File: config.mk
export PLATFORM = sky130hd
export DESIGN_NAME = mod_exp_engine_flat
export DESIGN_NICKNAME = d
export VERILOG_FILES = /design/src/rtl/mod_exp_if.sv /design/src/rtl/mod_exp_engine.sv /design/src/flat_wrapper.sv
export SDC_FILE = /design/constraint.sdc
export NUM_CORES = 1
export LEC_CHECK = 0
export CAP_MARGIN = 20
export CORE_MARGIN = 3
export CORE_UTILIZATION = 40
export DETAILED_ROUTE_END_ITERATION = 7
export MAX_ROUTING_LAYER = met4
export PLACE_DENSITY_LB_ADDON = 0.08
export SLEW_MARGIN = 20
export SYNTH_ARGS = -nofsm -noshare
export SYNTH_HDL_FRONTEND = slang
export SYNTH_SLANG_ARGS = --single-unit
export TNS_END_PERCENT = 1
File: constraint.sdc
create_clock -name clk -period 15.45 [get_ports clk]
set_input_delay 1.545 -clock clk [delete_from_list [all_inputs] [get_ports clk]]
set_output_delay 1.545 -clock clk [all_outputs]
set_load 0.005 [all_outputs]
File: src/rtl/mod_exp_if.sv
// mod_exp_if: request/response bundle of the modular exponentiation engine.
// The requester drives start and the operands; the engine drives status and result.
interface mod_exp_if #(
   parameter int W = 16
);
   logic          start;
   logic [W-1:0]  M;
   logic [W-1:0]  e;
   logic [W-1:0]  n;
   logic          busy;
   logic          finished;
   logic          err;
   logic [W-1:0]  result;

   modport master (
      output start, M, e, n,
      input  busy, finished, err, result
   );

   modport slave (
      input  start, M, e, n,
      output busy, finished, err, result
   );
endinterface

File: src/rtl/mod_exp_engine.sv
// mod_exp_engine: result = M^e mod n, left-to-right binary square-and-multiply
// built on a bit-serial interleaved (Blakley) modular multiplier.
// Each multiplier cycle is a shift, an add and two conditional subtracts.
// Optional feature: define MOD_EXP_CONST_TIME_EN to run MULT for every
// exponent bit (discarding the product on zero bits), making latency
// independent of the exponent.
module mod_exp_engine #(
   parameter int W  = 16,
   parameter int CW = 5
) (
   input  logic   clk,
   input  logic   reset,
   mod_exp_if.slave bus
);

   localparam logic [2:0] S_IDLE   = 3'd0;
   localparam logic [2:0] S_REDUCE = 3'd1;
   localparam logic [2:0] S_SQUARE = 3'd2;
   localparam logic [2:0] S_MULT   = 3'd3;
   localparam logic [2:0] S_DONE   = 3'd4;

   // One interleaved multiply step: acc' = (2*acc + bit*a) mod n, with acc, a < n.
   // Two extra bits of headroom keep 2*acc + a from overflowing.
   function automatic logic [W-1:0] modmul_step(
      input logic [W-1:0] acc,
      input logic [W-1:0] a,
      input logic         b_bit,
      input logic [W-1:0] modulus
   );
      logic [W+1:0] t;
      logic [W+1:0] nn;
      nn = {2'b00, modulus};
      t  = {1'b0, acc, 1'b0};
      if (t >= nn) t = t - nn;
      if (b_bit)   t = t + {2'b00, a};
      if (t >= nn) t = t - nn;
      return t[W-1:0];
   endfunction

   logic [2:0]    state_q,    state_d;
   logic [W-1:0]  m_q,        m_d;
   logic [W-1:0]  e_q,        e_d;
   logic [W-1:0]  n_q,        n_d;
   logic [W-1:0]  base_q,     base_d;
   logic [W-1:0]  r_q,        r_d;
   logic [W-1:0]  acc_q,      acc_d;
   logic [CW-1:0] cnt_q,      cnt_d;
   logic [CW-1:0] j_q,        j_d;
   logic          busy_q,     busy_d;
   logic          finished_q, finished_d;
   logic          err_q,      err_d;
   logic [W-1:0]  result_q,   result_d;

   logic [W-1:0]  op_a;
   logic [W-1:0]  op_b;
   logic [W-1:0]  b_shift;
   logic [W-1:0]  e_shift;
   logic [W-1:0]  step;
   logic          last_step;
   logic          e_bit;

   // Multiplier operand selection: the operands stay constant for a whole
   // multiply because R and base only change on its final cycle.
   always_comb begin
      op_a = '0;
      op_b = '0;
      case (state_q)
         S_REDUCE: begin op_a = W'(1); op_b = m_q; end
         S_SQUARE: begin op_a = r_q;   op_b = r_q; end
         S_MULT:   begin op_a = base_q; op_b = r_q; end
         default:  begin op_a = '0;    op_b = '0;  end
      endcase
      b_shift   = op_b >> cnt_q;
      e_shift   = e_q >> j_q;
      e_bit     = e_shift[0];
      last_step = (cnt_q == '0);
      step      = modmul_step(acc_q, op_a, b_shift[0], n_q);
   end

   // Next-state logic for the control FSM and the exponentiation datapath.
   always_comb begin
      state_d    = state_q;
      m_d        = m_q;
      e_d        = e_q;
      n_d        = n_q;
      base_d     = base_q;
      r_d        = r_q;
      acc_d      = acc_q;
      cnt_d      = cnt_q;
      j_d        = j_q;
      busy_d     = busy_q;
      finished_d = 1'b0;
      err_d      = err_q;
      result_d   = result_q;

      case (state_q)
         S_IDLE: begin
            if (bus.start) begin
               m_d    = bus.M;
               e_d    = bus.e;
               n_d    = bus.n;
               r_d    = W'(1);
               acc_d  = '0;
               cnt_d  = CW'(W - 1);
               j_d    = CW'(W - 1);
               busy_d = 1'b1;
               if (bus.n < W'(2)) begin
                  err_d   = 1'b1;
                  state_d = S_DONE;
               end else begin
                  err_d   = 1'b0;
                  state_d = S_REDUCE;
               end
            end
         end

         S_REDUCE, S_SQUARE, S_MULT: begin
            acc_d = step;
            cnt_d = cnt_q - 1'b1;
            if (last_step) begin
               // Multiply finished: restart the accumulator for the next one.
               acc_d = '0;
               cnt_d = CW'(W - 1);
               case (state_q)
                  S_REDUCE: begin
                     base_d  = step;
                     r_d     = W'(1);
                     state_d = S_SQUARE;
                  end
                  S_SQUARE: begin
                     r_d = step;
`ifdef MOD_EXP_CONST_TIME_EN
                     state_d = S_MULT;
`else
                     if (e_bit) begin
                        state_d = S_MULT;
                     end else if (j_q == '0) begin
                        state_d = S_DONE;
                     end else begin
                        j_d = j_q - 1'b1;
                     end
`endif
                  end
                  default: begin
`ifdef MOD_EXP_CONST_TIME_EN
                     // Product is always computed; kept only for set exponent bits.
                     if (e_bit) r_d = step;
`else
                     r_d = step;
`endif
                     if (j_q == '0) begin
                        state_d = S_DONE;
                     end else begin
                        j_d     = j_q - 1'b1;
                        state_d = S_SQUARE;
                     end
                  end
               endcase
            end
         end

         S_DONE: begin
            result_d   = err_q ? '0 : r_q;
            finished_d = 1'b1;
            busy_d     = 1'b0;
            state_d    = S_IDLE;
         end

         default: begin
            state_d = S_IDLE;
            busy_d  = 1'b0;
         end
      endcase
   end

   // State registers; reset aborts any operation immediately.
   always_ff @(posedge clk or posedge reset) begin
      if (reset) begin
         state_q    <= S_IDLE;
         m_q        <= '0;
         e_q        <= '0;
         n_q        <= '0;
         base_q     <= '0;
         r_q        <= '0;
         acc_q      <= '0;
         cnt_q      <= '0;
         j_q        <= '0;
         busy_q     <= 1'b0;
         finished_q <= 1'b0;
         err_q      <= 1'b0;
         result_q   <= '0;
      end else begin
         state_q    <= state_d;
         m_q        <= m_d;
         e_q        <= e_d;
         n_q        <= n_d;
         base_q     <= base_d;
         r_q        <= r_d;
         acc_q      <= acc_d;
         cnt_q      <= cnt_d;
         j_q        <= j_d;
         busy_q     <= busy_d;
         finished_q <= finished_d;
         err_q      <= err_d;
         result_q   <= result_d;
      end
   end

   assign bus.busy     = busy_q;
   assign bus.finished = finished_q;
   assign bus.err      = err_q;
   assign bus.result   = result_q;

endmodule

File: src/flat_wrapper.sv
// flat-port wrapper written by rule: the top's interface ports become plain ports
module mod_exp_engine_flat 
#(
   parameter int W  = 16,
   parameter int CW = 5
)
  (clk, reset, bus_start, bus_M, bus_e, bus_n, bus_busy, bus_finished, bus_err, bus_result);
  mod_exp_if #(.W(W)) bus_i ();
  input  logic clk;
  input  logic reset;
  input wire logic [$bits(bus_i.start)-1:0] bus_start;
  input wire logic [$bits(bus_i.M)-1:0] bus_M;
  input wire logic [$bits(bus_i.e)-1:0] bus_e;
  input wire logic [$bits(bus_i.n)-1:0] bus_n;
  output wire logic [$bits(bus_i.busy)-1:0] bus_busy;
  output wire logic [$bits(bus_i.finished)-1:0] bus_finished;
  output wire logic [$bits(bus_i.err)-1:0] bus_err;
  output wire logic [$bits(bus_i.result)-1:0] bus_result;
  assign bus_i.start = bus_start;
  assign bus_i.M = bus_M;
  assign bus_i.e = bus_e;
  assign bus_i.n = bus_n;
  assign bus_busy = bus_i.busy;
  assign bus_finished = bus_i.finished;
  assign bus_err = bus_i.err;
  assign bus_result = bus_i.result;
  mod_exp_engine #(.W(W), .CW(CW)) u_core (.clk(clk), .reset(reset), .bus(bus_i));
endmodule
## After elaboration in Yosys (flattened, before gate mapping)

Cells that the tools add are included.

- Bits in registers: 128
- Input bits: 51
- Output and inout port bits: 19
- Word-level logic and storage cells: 79

- $lt $le $gt $ge: 3
- Reductions and logical operators: 13
- Shifts and indexed selects: 2
- Equal/unequal tests: 9
- $add $sub $neg: 5
- Muxes and demuxes: 33
- Bitwise logic cells: 1

Operator list:

| operator | number |
|---|---|
| $mux 16 | 7 |
| $pmux 16 s2 | 3 |
| $pmux 16 s3 | 1 |
| $mux 18 | 2 |
| $shr 16x5->1 | 2 |
| $pmux 5 s2 | 3 |
| $mux 5 | 5 |
| $add 18x16->18 | 1 |
| $ge 18x16->1 | 1 |
| $mux 3 | 6 |
| $sub 17x16->18 | 1 |
| $ge 17x16->1 | 1 |
| $lt 16x2->1 const B | 1 |
| $sub 16x16->16 | 1 |
| $pmux 3 s2 | 2 |
| $logic_not 5->1 | 2 |
| $sub 5x1->5 const B | 2 |
| $reduce_and 3->1 | 3 |
| $eq 3x2->1 const B | 2 |
| $reduce_and 2->1 | 3 |
| $reduce_and 5->1 | 1 |
| $ne 2x2->1 const B | 2 |
| $ne 4x2->1 const B | 1 |
| $eq 3x1->1 const B | 1 |
| 10 further kinds | 12 |

## Depth between registers and ports, before layout

Gate-level depths: netlist (run 1).

- Word-level depth: 10
- Mapped depth: 31
- Depth with buffers taken out: 28

## Worst setup path before layout (run 1)

No wires, ideal clock.

- Path kind: reg-to-reg
- Start point: reg u_core.acc_q[0]
- End point: reg u_core.r_q[10]
- Library setup time: 0.130 ns
- Required time: 15.320 ns
- Path buffers: 2
- Arrival time: 5.995 ns
- Clock period less this slack: 6.125 ns
- Stages on the path, launching flop included: 27
- Path slack: 9.325 ns
- Cells stage by stage: dfrtp_1 fa_1 a211oi_1 o211ai_1 a31oi_2 o21a_1 buf_2 o21ai_0 ha_1 nor2b_1 o31ai_1 a21boi_0 o41ai_1 o21ai_0 xor2_1 mux2_2 ha_1 nand2_1 o21ai_0 a31oi_1 o31ai_1 a31o_2 nor4_4 a2bb2oi_4 buf_8 mux2i_1 o21ai_1

- Word-level cells in the longest chain between the ends: 9
- Elaborated cells between the ends (all ways): 11
- Those cells by class: add/sub: 3; order compare: 2; mux: 6

Ends and longest elaborated chain:

| what | line | text |
|---|---|---|
| start, declared | mod_exp_engine.sv:46 | `logic [W-1:0] acc_q, acc_d;` |
| start signal, assigned | mod_exp_engine.sv:185 | `acc_q <= '0;` |
| start signal, assigned | mod_exp_engine.sv:199 | `acc_q <= acc_d;` |
| $sub 17x16->18 or $ge 17x16->1 (tied branches) | mod_exp_engine.sv:34 | `if (t >= nn) t = t - nn;` |
| $mux 18 (*) | mod_exp_engine.sv:34 |  |
| $add 18x16->18 | mod_exp_engine.sv:35 | `if (b_bit) t = t + {2'b00, a};` |
| $mux 18 (*) | mod_exp_engine.sv:35 |  |
| $sub 16x16->16 or $ge 18x16->1 (tied branches) | mod_exp_engine.sv:36 | `if (t >= nn) t = t - nn;` |
| $mux 16 (*) | mod_exp_engine.sv:36 |  |
| $mux 16 (*) | mod_exp_engine.sv:124 | `case (state_q)` |
| $mux 16 (*) | mod_exp_engine.sv:120 | `if (last_step) begin` |
| $pmux 16 s2 (*) | mod_exp_engine.sv:96 | `case (state_q)` |
| end signal, assigned | mod_exp_engine.sv:198 | `r_q <= r_d;` |
| end, declared | mod_exp_engine.sv:45 | `logic [W-1:0] r_q, r_d;` |

Every way passes the cells marked *; elsewhere a longest branch is shown, timed or not. The select of a mux whose other input is x is not followed.
A chain may end at the register's enable or synchronous reset.

## Worst setup path in the final report (run 1)

- Start point: reg u_core.acc_q[0]
- End point: reg u_core.r_q[7]

The elaborated chain is that of the path after synthesis.

==> flow_metrics.env, run 1 <==
export IMPL_hold_path_class="reg -> reg"
export IMPL_finish_utilization_pct=48.1
export IMPL_grt_max_degree=74
export IMPL_async_flop_share_pct=100
export IMPL_yosys_area_top_type_share_pct=36.8
export IMPL_worst_slew_margin_rel_pct=36.3
export IMPL_final_max_slew_violation_count=0
export IMPL_dominantRegCellSynth="sky130_fd_sc_hd__dfrtp_1"
export IMPL_ys_seq_elements=128
export IMPL_numCtsBuffers=17
export IMPL_yosys_top_cells_area="sky130_fd_sc_hd__dfrtp_1 37%, sky130_fd_sc_hd__nand2_1 9.2%, sky130_fd_sc_hd__ha_1 7.2%"
export IMPL_synthesis_instances=1016
export IMPL_cts_tree="done"
export IMPL_register_clock_pin_slew_on_the_reported_worst_setup_and_hold_paths_ns=0.06
export IMPL_fmax_mhz=134
export IMPL_design_core_area_mm2=0.0212
export IMPL_port_buffers=69
export IMPL_synthDistinctLibCells=74
export IMPL_setup_viol=0
export IMPL_io_pins=70
export IMPL_number_of_global_route_vias_before_repair=7179
export IMPL_synth_cell_area_mm2=0.00871
export IMPL_route_antenna_remaining_nets=0
export IMPL_period_needed_ns=7.47
export IMPL_post_route_cells_drive_above_1_share_pct=8.35
export IMPL_cts_setup_buffers=0
export IMPL_worst_path_max_fanout=16
export IMPL_antenna_found_initial=0
export IMPL_netlist_top_cell_by_area="sky130_fd_sc_hd__dfrtp_1"
export IMPL_gp_congestion=0.921
export IMPL_clk_path_buf_depth=2
export IMPL_routed_wire_length_per_instance_um=17.6
export IMPL_mappedNetlistNets=1120
export IMPL_critPathLaunchType="flop"
export IMPL_tcrit_tclk_final_pct=48.4
export IMPL_ys_warnings_count=0
export IMPL_drc_errors=0
export IMPL_crit_type="reg -> reg"
export IMPL_drtPass1Iterations=5
export IMPL_rsz0062_at_grt="false"
export IMPL_arrival_ns=7.76
export IMPL_finalNetCount=1169
export IMPL_cap_violations=0
export IMPL_leading_cell_type_in_the_layout_fill_and_taps_excluded="sky130_fd_sc_hd__nand2_1"
export IMPL_final_cells=1353
export IMPL_worst_hold_slack_ns=0.469
export IMPL_overflow=0
export IMPL_area_grow_syn2layout_pct=17.3
export IMPL_timing_worst_slew_pin_value_ns=0.956
export IMPL_synth_edf_count=0
export IMPL_synth_seq_area_share_pct=36.8
export IMPL_via_count=7239
export IMPL_dpl_cell_count=1321
export IMPL_final_cell_mix="213 x sky130_fd_sc_hd__nand2_1, 128 x sky130_fd_sc_hd__dfrtp_1, 78 x sky130_fd_sc_hd__o21ai_0"
export IMPL_grt_first_pass_wirelength_um=39200
export IMPL_setup_skew_after_layout_ns=0.0120
export IMPL_cts_root_buffer_cell="sky130_fd_sc_hd__clkbuf_16"
export IMPL_row_count=53
export IMPL_post_cts_hold_buffer_count=0
export IMPL_worstSkewPairLatency_ns=0.43
export IMPL_h_tree_depth=4
export IMPL_post_drt_via_cell_ratio=5.35
export IMPL_final_hold_viol_count=0
export IMPL_die_w_um=154
export IMPL_fp_dieH_um=154
export IMPL_design_die_area_mm2=0.0236
export IMPL_critPathRequiredTime_ns=15.74
export IMPL_avgSynthCellArea_um2=8.57
export IMPL_grtUsageTotal_pct=21.3
export IMPL_initial_cell_density_of_the_core_pct=41.0
export IMPL_regToRegSetupSlack_ns=7.98
export IMPL_cts_resized=0
export IMPL_post_dp_hpwl_um=18000
export IMPL_clock_sinks=128
export IMPL_sum_neg_setup_slack_ns=0
export IMPL_antennaDiodeCount=0
export IMPL_type_of_destination_of_the_critical_path="flop"
export IMPL_run_status="finished, final reports clean"
export IMPL_drt_iter0_markers=483
export IMPL_wirelength_um=23800
## per-layer routing
metal  global-route usage, %  vias up  routed length [um]  share of wire (%)
met3                    3.74       18                 781                3.3
met5                       -        -                   0                  0
met4                    4.88        0                 250                1.1
met1                    29.9     3433               11800                 49
li1                        -     3674                   -                  -
met2                    32.5      114               11000                 46
## synthesized netlist by cell type, types with 7 or more instances
library cell,n
sky130_fd_sc_hd__a211oi_1,9
sky130_fd_sc_hd__xnor2_1,22
sky130_fd_sc_hd__xor2_1,15
sky130_fd_sc_hd__dfrtp_1,128
sky130_fd_sc_hd__o21ai_0,78
sky130_fd_sc_hd__inv_1,45
sky130_fd_sc_hd__nand2b_1,27
sky130_fd_sc_hd__a21o_1,9
sky130_fd_sc_hd__and3_1,10
sky130_fd_sc_hd__mux2i_1,38
sky130_fd_sc_hd__a21oi_1,56
sky130_fd_sc_hd__nand2_1,213
sky130_fd_sc_hd__nor4_1,7
sky130_fd_sc_hd__o21a_1,7
sky130_fd_sc_hd__ha_1,50
sky130_fd_sc_hd__o21ai_1,34
sky130_fd_sc_hd__nor3_1,14
sky130_fd_sc_hd__o211ai_1,8
sky130_fd_sc_hd__nor2_1,60
sky130_fd_sc_hd__buf_2,10
sky130_fd_sc_hd__clkbuf_1,31
sky130_fd_sc_hd__mux2_2,20
## flip-flops by register name, indices dropped and copies added (netlist names)
name / count
u_core.acc_q: 16
u_core.base_q: 16
u_core.bus.busy: 1
u_core.bus.err: 1
u_core.bus.finished: 1
u_core.bus.result: 16
u_core.cnt_q: 5
u_core.e_q: 16
u_core.j_q: 5
u_core.m_q: 16
u_core.n_q: 16
u_core.r_q: 16
u_core.state_q: 3
## final timing paths
check	from	endpoint	depth (start not counted)
worst min-delay path	u_core.m_q[1]	u_core.m_q[1]	2
max in group asynchronous	reset	u_core.r_q[0]	3
min in group asynchronous	reset	u_core.bus.finished	2
worst max-delay path	u_core.acc_q[0]	u_core.r_q[7]	24
worst min register to register	u_core.m_q[1]	u_core.m_q[1]	2
worst max register to register	u_core.acc_q[0]	u_core.r_q[7]	24
## metrics by stage
step           instance area (um^2)  setup WS, ns
6_report                      10200          7.98
5_1_grt                       10200          7.38
4_1_cts                       10200          8.04
3_5_place_dp                   9600          8.14
3_3_place_gp                   9600          8.25
2_1_floorplan                  8710          9.32
## area by class of cell
cell class / instances / area, um^2
fill: 2096 / 11000
tap: 275 / 344
timing repair buffer: 77 / 751
clock inverter: 14 / 171
multi-input combinational: 796 / 5130
clock buffer: 18 / 439
sequential: 128 / 3200
inverter: 45 / 171
## logic make-up after synthesis
kind of cell	count (synthesis)	synth area share (%)
adder cells (fa/ha/maj)	53	7.87
buffers and inverters	92	4.37
multiplexers	63	8.25
AND/OR/NAND/NOR	378	19.7
flip-flops	128	36.8
AO/OA/AOI/OAI	265	19.3
XOR/XNOR	37	3.72
## critical path, cell delays in order (launching register included)
cell and delay [ns]:
sky130_fd_sc_hd__dfrtp_1 0.44, sky130_fd_sc_hd__fa_1 0.50, sky130_fd_sc_hd__a211oi_1 0.31, sky130_fd_sc_hd__o211ai_1 0.21, sky130_fd_sc_hd__a31oi_2 0.35, sky130_fd_sc_hd__o21a_1 0.55
sky130_fd_sc_hd__o21ai_0 0.25, sky130_fd_sc_hd__ha_1 0.37, sky130_fd_sc_hd__nor2b_1 0.17, sky130_fd_sc_hd__o31ai_1 0.39, sky130_fd_sc_hd__a21boi_0 0.20, sky130_fd_sc_hd__o41ai_1 0.49
sky130_fd_sc_hd__o21ai_0 0.21, sky130_fd_sc_hd__xor2_1 0.17, sky130_fd_sc_hd__mux2_2 0.28, sky130_fd_sc_hd__ha_1 0.35, sky130_fd_sc_hd__nand2_1 0.12, sky130_fd_sc_hd__o21ai_0 0.17
sky130_fd_sc_hd__a31oi_1 0.10, sky130_fd_sc_hd__o31ai_1 0.11, sky130_fd_sc_hd__a31o_2 0.28, sky130_fd_sc_hd__nor4_4 0.07, sky130_fd_sc_hd__a2bb2oi_4 0.66, sky130_fd_sc_hd__mux2i_1 0.44
sky130_fd_sc_hd__o21ai_1 0.12
Power of run 1 is left out: the tool's default activity adds up to more than one toggle a clock period on the data nets, which glitch-free logic cannot reach.
==> run 2, diff against run 1 <==
- clock period: 15.45 -> 6 ns (I/O delays scaled with it)
==> run 2 against run 1 <==
  * Sequential cell count did not move
  * Setup slack got worse by 7.9 ns
  * Wire length grew 13%
  * Hold slack worse by 0.10 ns
  * Non-clock buffer count is 173 higher
  * Cell count rose by 13%
  * First-iteration DRC count rose by 12%
  * Design area increased by 20%
  * Core utilization grew 9.7 points
  * Die area is the same
  * Maximum frequency up 25%
==> flow_metrics.env, run 2 (synthesis results as in run 1) <==
export IMPL_io_pins=70
export IMPL_wirelength_um=26900
export IMPL_groute_layer_met1_usage_pct=33.4
export IMPL_final_max_slew_violation_count=0
export IMPL_cap_violations=0
export IMPL_number_of_global_route_vias_before_repair=7853
export IMPL_use_met3_pct=3.21
export IMPL_antenna_found_initial=0
export IMPL_initial_cell_density_of_the_core_pct=41.0
export IMPL_design_die_area_mm2=0.0236
export IMPL_crit_type="reg -> reg"
export IMPL_setup_viol=0
export IMPL_post_drt_via_cell_ratio=5.26
export IMPL_port_buffers=69
export IMPL_fp_dieH_um=154
export IMPL_gp_congestion=0.925
export IMPL_multi_input_area_mm2=0.00582
export IMPL_post_dp_hpwl_um=19700
export IMPL_critPathLaunchType="flop"
export IMPL_grt_first_pass_wirelength_um=42500
export IMPL_die_w_um=154
export IMPL_setup_skew_after_layout_ns=0.0111
export IMPL_critPathRequiredTime_ns=6.31
export IMPL_cts_tree="done"
export IMPL_final_cell_mix="208 x sky130_fd_sc_hd__nand2_1, 170 x sky130_fd_sc_hd__buf_4, 128 x sky130_fd_sc_hd__dfrtp_1"
export IMPL_period_needed_ns=5.97
export IMPL_drt_iter0_markers=542
export IMPL_overflow=0
export IMPL_clk_path_buf_depth=2
export IMPL_design_core_area_mm2=0.0212
export IMPL_route_antenna_remaining_nets=0
export IMPL_post_route_cells_drive_above_1_share_pct=27.7
export IMPL_cp_buffers_inverters=6
export IMPL_fmax_mhz=168
export IMPL_h_tree_depth=4
export IMPL_grtUsageTotal_pct=23.4
export IMPL_hold_path_class="in -> async"
export IMPL_row_count=53
export IMPL_area_grow_syn2layout_pct=40.9
export IMPL_grt_util_met2_pct=35.2
export IMPL_finalNetCount=1343
export IMPL_routed_wire_length_per_instance_um=17.6
export IMPL_drtPass1Iterations=5
export IMPL_numCtsBuffers=17
export IMPL_via_count=8036
export IMPL_leading_cell_type_in_the_layout_fill_and_taps_excluded="sky130_fd_sc_hd__nand2_1"
export IMPL_timing_worst_slew_pin_value_ns=0.992
export IMPL_worst_path_max_fanout=8
export IMPL_cts_root_buffer_cell="sky130_fd_sc_hd__clkbuf_16"
export IMPL_register_clock_pin_slew_on_the_reported_worst_setup_and_hold_paths_ns=0.06
export IMPL_grt_max_degree=75
export IMPL_slowest_delay_ns=0.39
export IMPL_arrival_ns=6.28
export IMPL_worst_slew_margin_rel_pct=33.7
export IMPL_seqCellArea_mm2=0.00320
export IMPL_global_route_peak_usage_layer="met2"
export IMPL_type_of_destination_of_the_critical_path="flop"
export IMPL_clock_sinks=128
export IMPL_worstSkewPairLatency_ns=0.43
export IMPL_final_hold_viol_count=0
export IMPL_finish_utilization_pct=57.8
export IMPL_tcrit_tclk_final_pct=99.5
export IMPL_crit_path_top_delay_cell="sky130_fd_sc_hd__fa_2"
export IMPL_crit_family="compound AO/OA/AOI/OAI gates"
export IMPL_rsz0062_at_grt="true"
export IMPL_run_status="finished, final reports clean"
export IMPL_antennaDiodeCount=0
export IMPL_drc_errors=0
export IMPL_fill_cells=1953
==> run 2: path summary, 6_finish.rpt <==
kind	to	startpoint	slack, ns	depth (start not counted)
max in group asynchronous	u_core.n_q[3]	reset	4.54	3
max	u_core.base_q[12]	u_core.n_q[0]	0.03	29
min	u_core.bus.finished	reset	0.37	2
min in group clk	u_core.e_q[10]	u_core.e_q[10]	0.47	2
min reg2reg	u_core.e_q[10]	u_core.e_q[10]	0.47	2
max reg2reg	u_core.base_q[12]	u_core.n_q[0]	0.03	29
==> run 2: routing by layer <==
metal	vias to the layer above	routed length (um)
met5	-	0
met4	0	413
met3	27	873
met2	144	12400
met1	3843	13300
li1	4022	-
==> run 2: cell type report <==
cell class	count	area share, %
flip-flops and latches	128	26.1
clock buffers	19	3.61
multi-input cells	797	47.4
repair buffers	250	17.3
clock inverters	13	1.44
well taps	275	2.80
inverters	45	1.40
==> run 2: per-stage QoR <==
stage          instances  hold WS, ns  setup slack (ns)  instance area [um^2]   TNS [ns]
2_1_floorplan       1016        0.439            0.0111                  8720          0
3_3_place_gp        1462        0.456            -0.308                 10700     -10.24
5_1_grt             1527        0.356            -0.154                 12300      -3.71
6_report            1527        0.366            0.0322                 12300          0
3_5_place_dp        1462        0.457            -0.402                 10700     -15.72
4_1_cts             1510        0.350         -0.000785                 11700  -0.000785
==> run 2: what timing repair did <==
item / CTS / global route
setup buffers: 15 / 17
pin swaps: 27 / 45
gates cloned: 1 / 0
hold buffers: 0 / 0
gates resized for setup: 46 / 81
setup endpoints to repair: 48 / 48
Power of run 2 is left out for the same reason.
==> run 3, diff against run 2 <==
- CORE_UTILIZATION: 40 -> 60
- clock period: 6 -> 5.84 ns (I/O delays scaled with it)
==> run 3 against run 2 <==
  * The run now ends with negative setup slack left
  * Critical path depth shrank 2
  * Clock-buffer cell count is the same
  * Setup slack lost 0.25 ns
  * First-iteration DRC count grew 42%
  * Largest cell class unchanged
==> flow_metrics.env, run 3 (synthesis results as in run 1) <==
export IMPL_cap_violations=0
export IMPL_period_needed_ns=6.05
export IMPL_via_count=8512
export IMPL_final_cell_mix="211 x sky130_fd_sc_hd__nand2_1, 153 x sky130_fd_sc_hd__buf_4, 128 x sky130_fd_sc_hd__dfrtp_1"
export IMPL_antennaDiodeCount=0
export IMPL_worstSetupStartpoint="u_core.acc_q[1]"
export IMPL_setup_skew_after_layout_ns=0.0154
export IMPL_critPathRequiredTime_ns=6.17
export IMPL_grt_first_pass_wirelength_um=42600
export IMPL_die_w_um=126
export IMPL_io_pins=70
export IMPL_post_dp_hpwl_um=18800
export IMPL_hold_path_class="reg -> reg"
export IMPL_slowest_delay_ns=0.41
export IMPL_row_count=43
export IMPL_reg_to_reg_critical_path_startpoint="u_core.acc_q[1]"
export IMPL_cts_tree="done"
export IMPL_post_drt_via_cell_ratio=6.05
export IMPL_critPathLaunchType="flop"
export IMPL_final_hold_viol_count=0
export IMPL_wirelength_um=26300
export IMPL_worstSkewPairLatency_ns=0.44
export IMPL_clk_path_buf_depth=2
export IMPL_grtUsageTotal_pct=34.6
export IMPL_antenna_found_initial=0
export IMPL_fin_ws_ns=-0.215
export IMPL_worst_path_max_fanout=10
export IMPL_grt_max_degree=78
export IMPL_cts_root_buffer_cell="sky130_fd_sc_hd__clkbuf_16"
export IMPL_port_buffers=69
export IMPL_min_delay_start="u_core.e_q[3]"
export IMPL_timing_worst_slew_pin_value_ns=0.995
export IMPL_run_status="complete, but fails checks"
export IMPL_area_grow_syn2layout_pct=32.4
export IMPL_clock_sinks=128
export IMPL_route_antenna_remaining_nets=0
export IMPL_crit_family="compound AO/OA/AOI/OAI gates"
export IMPL_crit_type="reg -> reg"
export IMPL_fp_dieH_um=126
export IMPL_finalNetCount=1319
export IMPL_design_die_area_mm2=0.0160
export IMPL_routed_wire_length_per_instance_um=18.6
export IMPL_finish_utilization_pct=82.1
export IMPL_type_of_destination_of_the_critical_path="flop"
export IMPL_crit_path_frequent_cell="sky130_fd_sc_hd__mux2_2"
export IMPL_initial_cell_density_of_the_core_pct=62.0
export IMPL_arrival_ns=6.38
export IMPL_number_of_global_route_vias_before_repair=8465
export IMPL_drt_iter0_markers=770
export IMPL_fmax_mhz=165
export IMPL_leading_cell_type_in_the_layout_fill_and_taps_excluded="sky130_fd_sc_hd__nand2_1"
export IMPL_tcrit_tclk_final_pct=104
export IMPL_numCtsBuffers=17
export IMPL_design_core_area_mm2=0.0140
export IMPL_cp_buffers_inverters=3
export IMPL_worst_slew_margin_rel_pct=33.7
export IMPL_register_clock_pin_slew_on_the_reported_worst_setup_and_hold_paths_ns=0.06
export IMPL_rsz0062_at_grt="true"
export IMPL_final_max_slew_violation_count=0
export IMPL_h_tree_depth=4
export IMPL_post_route_cells_drive_above_1_share_pct=23.5
export IMPL_drc_errors=0
export IMPL_gp_congestion=1.00
export IMPL_overflow=0
export IMPL_drtPass1Iterations=5
export IMPL_violations="negative setup slack"
export IMPL_crit_path_top_delay_cell="sky130_fd_sc_hd__dfrtp_1"
export IMPL_setup_viol=48
## run 3: changes by cell type in the layout (fill, tap and decap cells not counted), moves of 6 or more
cell,before,now
sky130_fd_sc_hd__ha_1,27,41
sky130_fd_sc_hd__buf_4,170,153
sky130_fd_sc_hd__ha_4,21,9
sky130_fd_sc_hd__mux2_2,10,19
sky130_fd_sc_hd__mux2_4,10,1
sky130_fd_sc_hd__mux2i_2,5,11
sky130_fd_sc_hd__a21oi_1,45,52
## run 3: stage by stage
step	setup slack, ns	hold WS (ns)	TNS (ns)	instance area (um^2)	instances
floorplan	0.00756	0.439	0	8800	1016
global placement	-0.427	0.452	-18.60	10600	1366
detailed placement	-0.595	0.458	-26.08	10600	1366
CTS	-0.0493	0.474	-0.238	11500	1408
global route	-0.446	0.498	-18.28	11500	1408
finish	-0.215	0.475	-6.79	11500	1408
## run 3: cell type report
type	count	area, um^2
Clock buffer	19	433
Clock inverter	13	126
Fill cell	895	2510
Inverter	45	171
Multi-Input combinational cell	796	5460
Sequential cell	128	3200
Tap cell	180	225
Timing Repair Buffer	227	1900
## run 3: routing by layer
metal,vias up,wire length (um),GRT usage [%]
li1,3981,-,-
met1,4156,11400,45.4
met2,304,12300,52.9
met3,71,1730,7.16
met4,0,824,14.0
met5,-,0,-
## run 3: repair_timing
action	CTS	global route
setup endpoints to repair	48	48
pin swaps	24	5
resized for setup	41	8
hold buffers	0	0
buffers inserted	10	0
## run 3: worst paths after layout
check | to | cells past startpoint | slack, ns
min in group asynchronous | u_core.bus.finished | 2 | 0.73
worst min register to register | u_core.e_q[3] | 2 | 0.47
worst max-delay path | u_core.base_q[0] | 27 | -0.21
max in group asynchronous | u_core.m_q[4] | 3 | 3.88
worst min-delay path | u_core.e_q[3] | 2 | 0.47
worst max register to register | u_core.base_q[0] | 27 | -0.21
## run 3: worst register-to-register path: stages, from the launching register on
cell and delay (ns):
sky130_fd_sc_hd__dfrtp_1 0.41, sky130_fd_sc_hd__ha_1 0.33, sky130_fd_sc_hd__a211oi_2 0.08, sky130_fd_sc_hd__o211ai_1 0.29
sky130_fd_sc_hd__a31oi_2 0.19, sky130_fd_sc_hd__buf_6 0.17, sky130_fd_sc_hd__o21ai_4 0.23, sky130_fd_sc_hd__buf_4 0.20
sky130_fd_sc_hd__mux2_2 0.39, sky130_fd_sc_hd__ha_4 0.30, sky130_fd_sc_hd__and4_4 0.22, sky130_fd_sc_hd__a21boi_4 0.20
sky130_fd_sc_hd__a21oi_2 0.08, sky130_fd_sc_hd__o21bai_1 0.19, sky130_fd_sc_hd__a21oi_1 0.11, sky130_fd_sc_hd__xnor2_1 0.16
sky130_fd_sc_hd__mux2_2 0.30, sky130_fd_sc_hd__ha_1 0.29, sky130_fd_sc_hd__and4_1 0.20, sky130_fd_sc_hd__nand2_1 0.07
sky130_fd_sc_hd__nor3_1 0.05, sky130_fd_sc_hd__a221o_1 0.34, sky130_fd_sc_hd__a31o_4 0.24, sky130_fd_sc_hd__nor4_4 0.18
sky130_fd_sc_hd__a2bb2oi_4 0.11, sky130_fd_sc_hd__buf_12 0.17, sky130_fd_sc_hd__mux2i_2 0.18, sky130_fd_sc_hd__mux2_2 0.27
Power of run 3 is left out for the same reason.
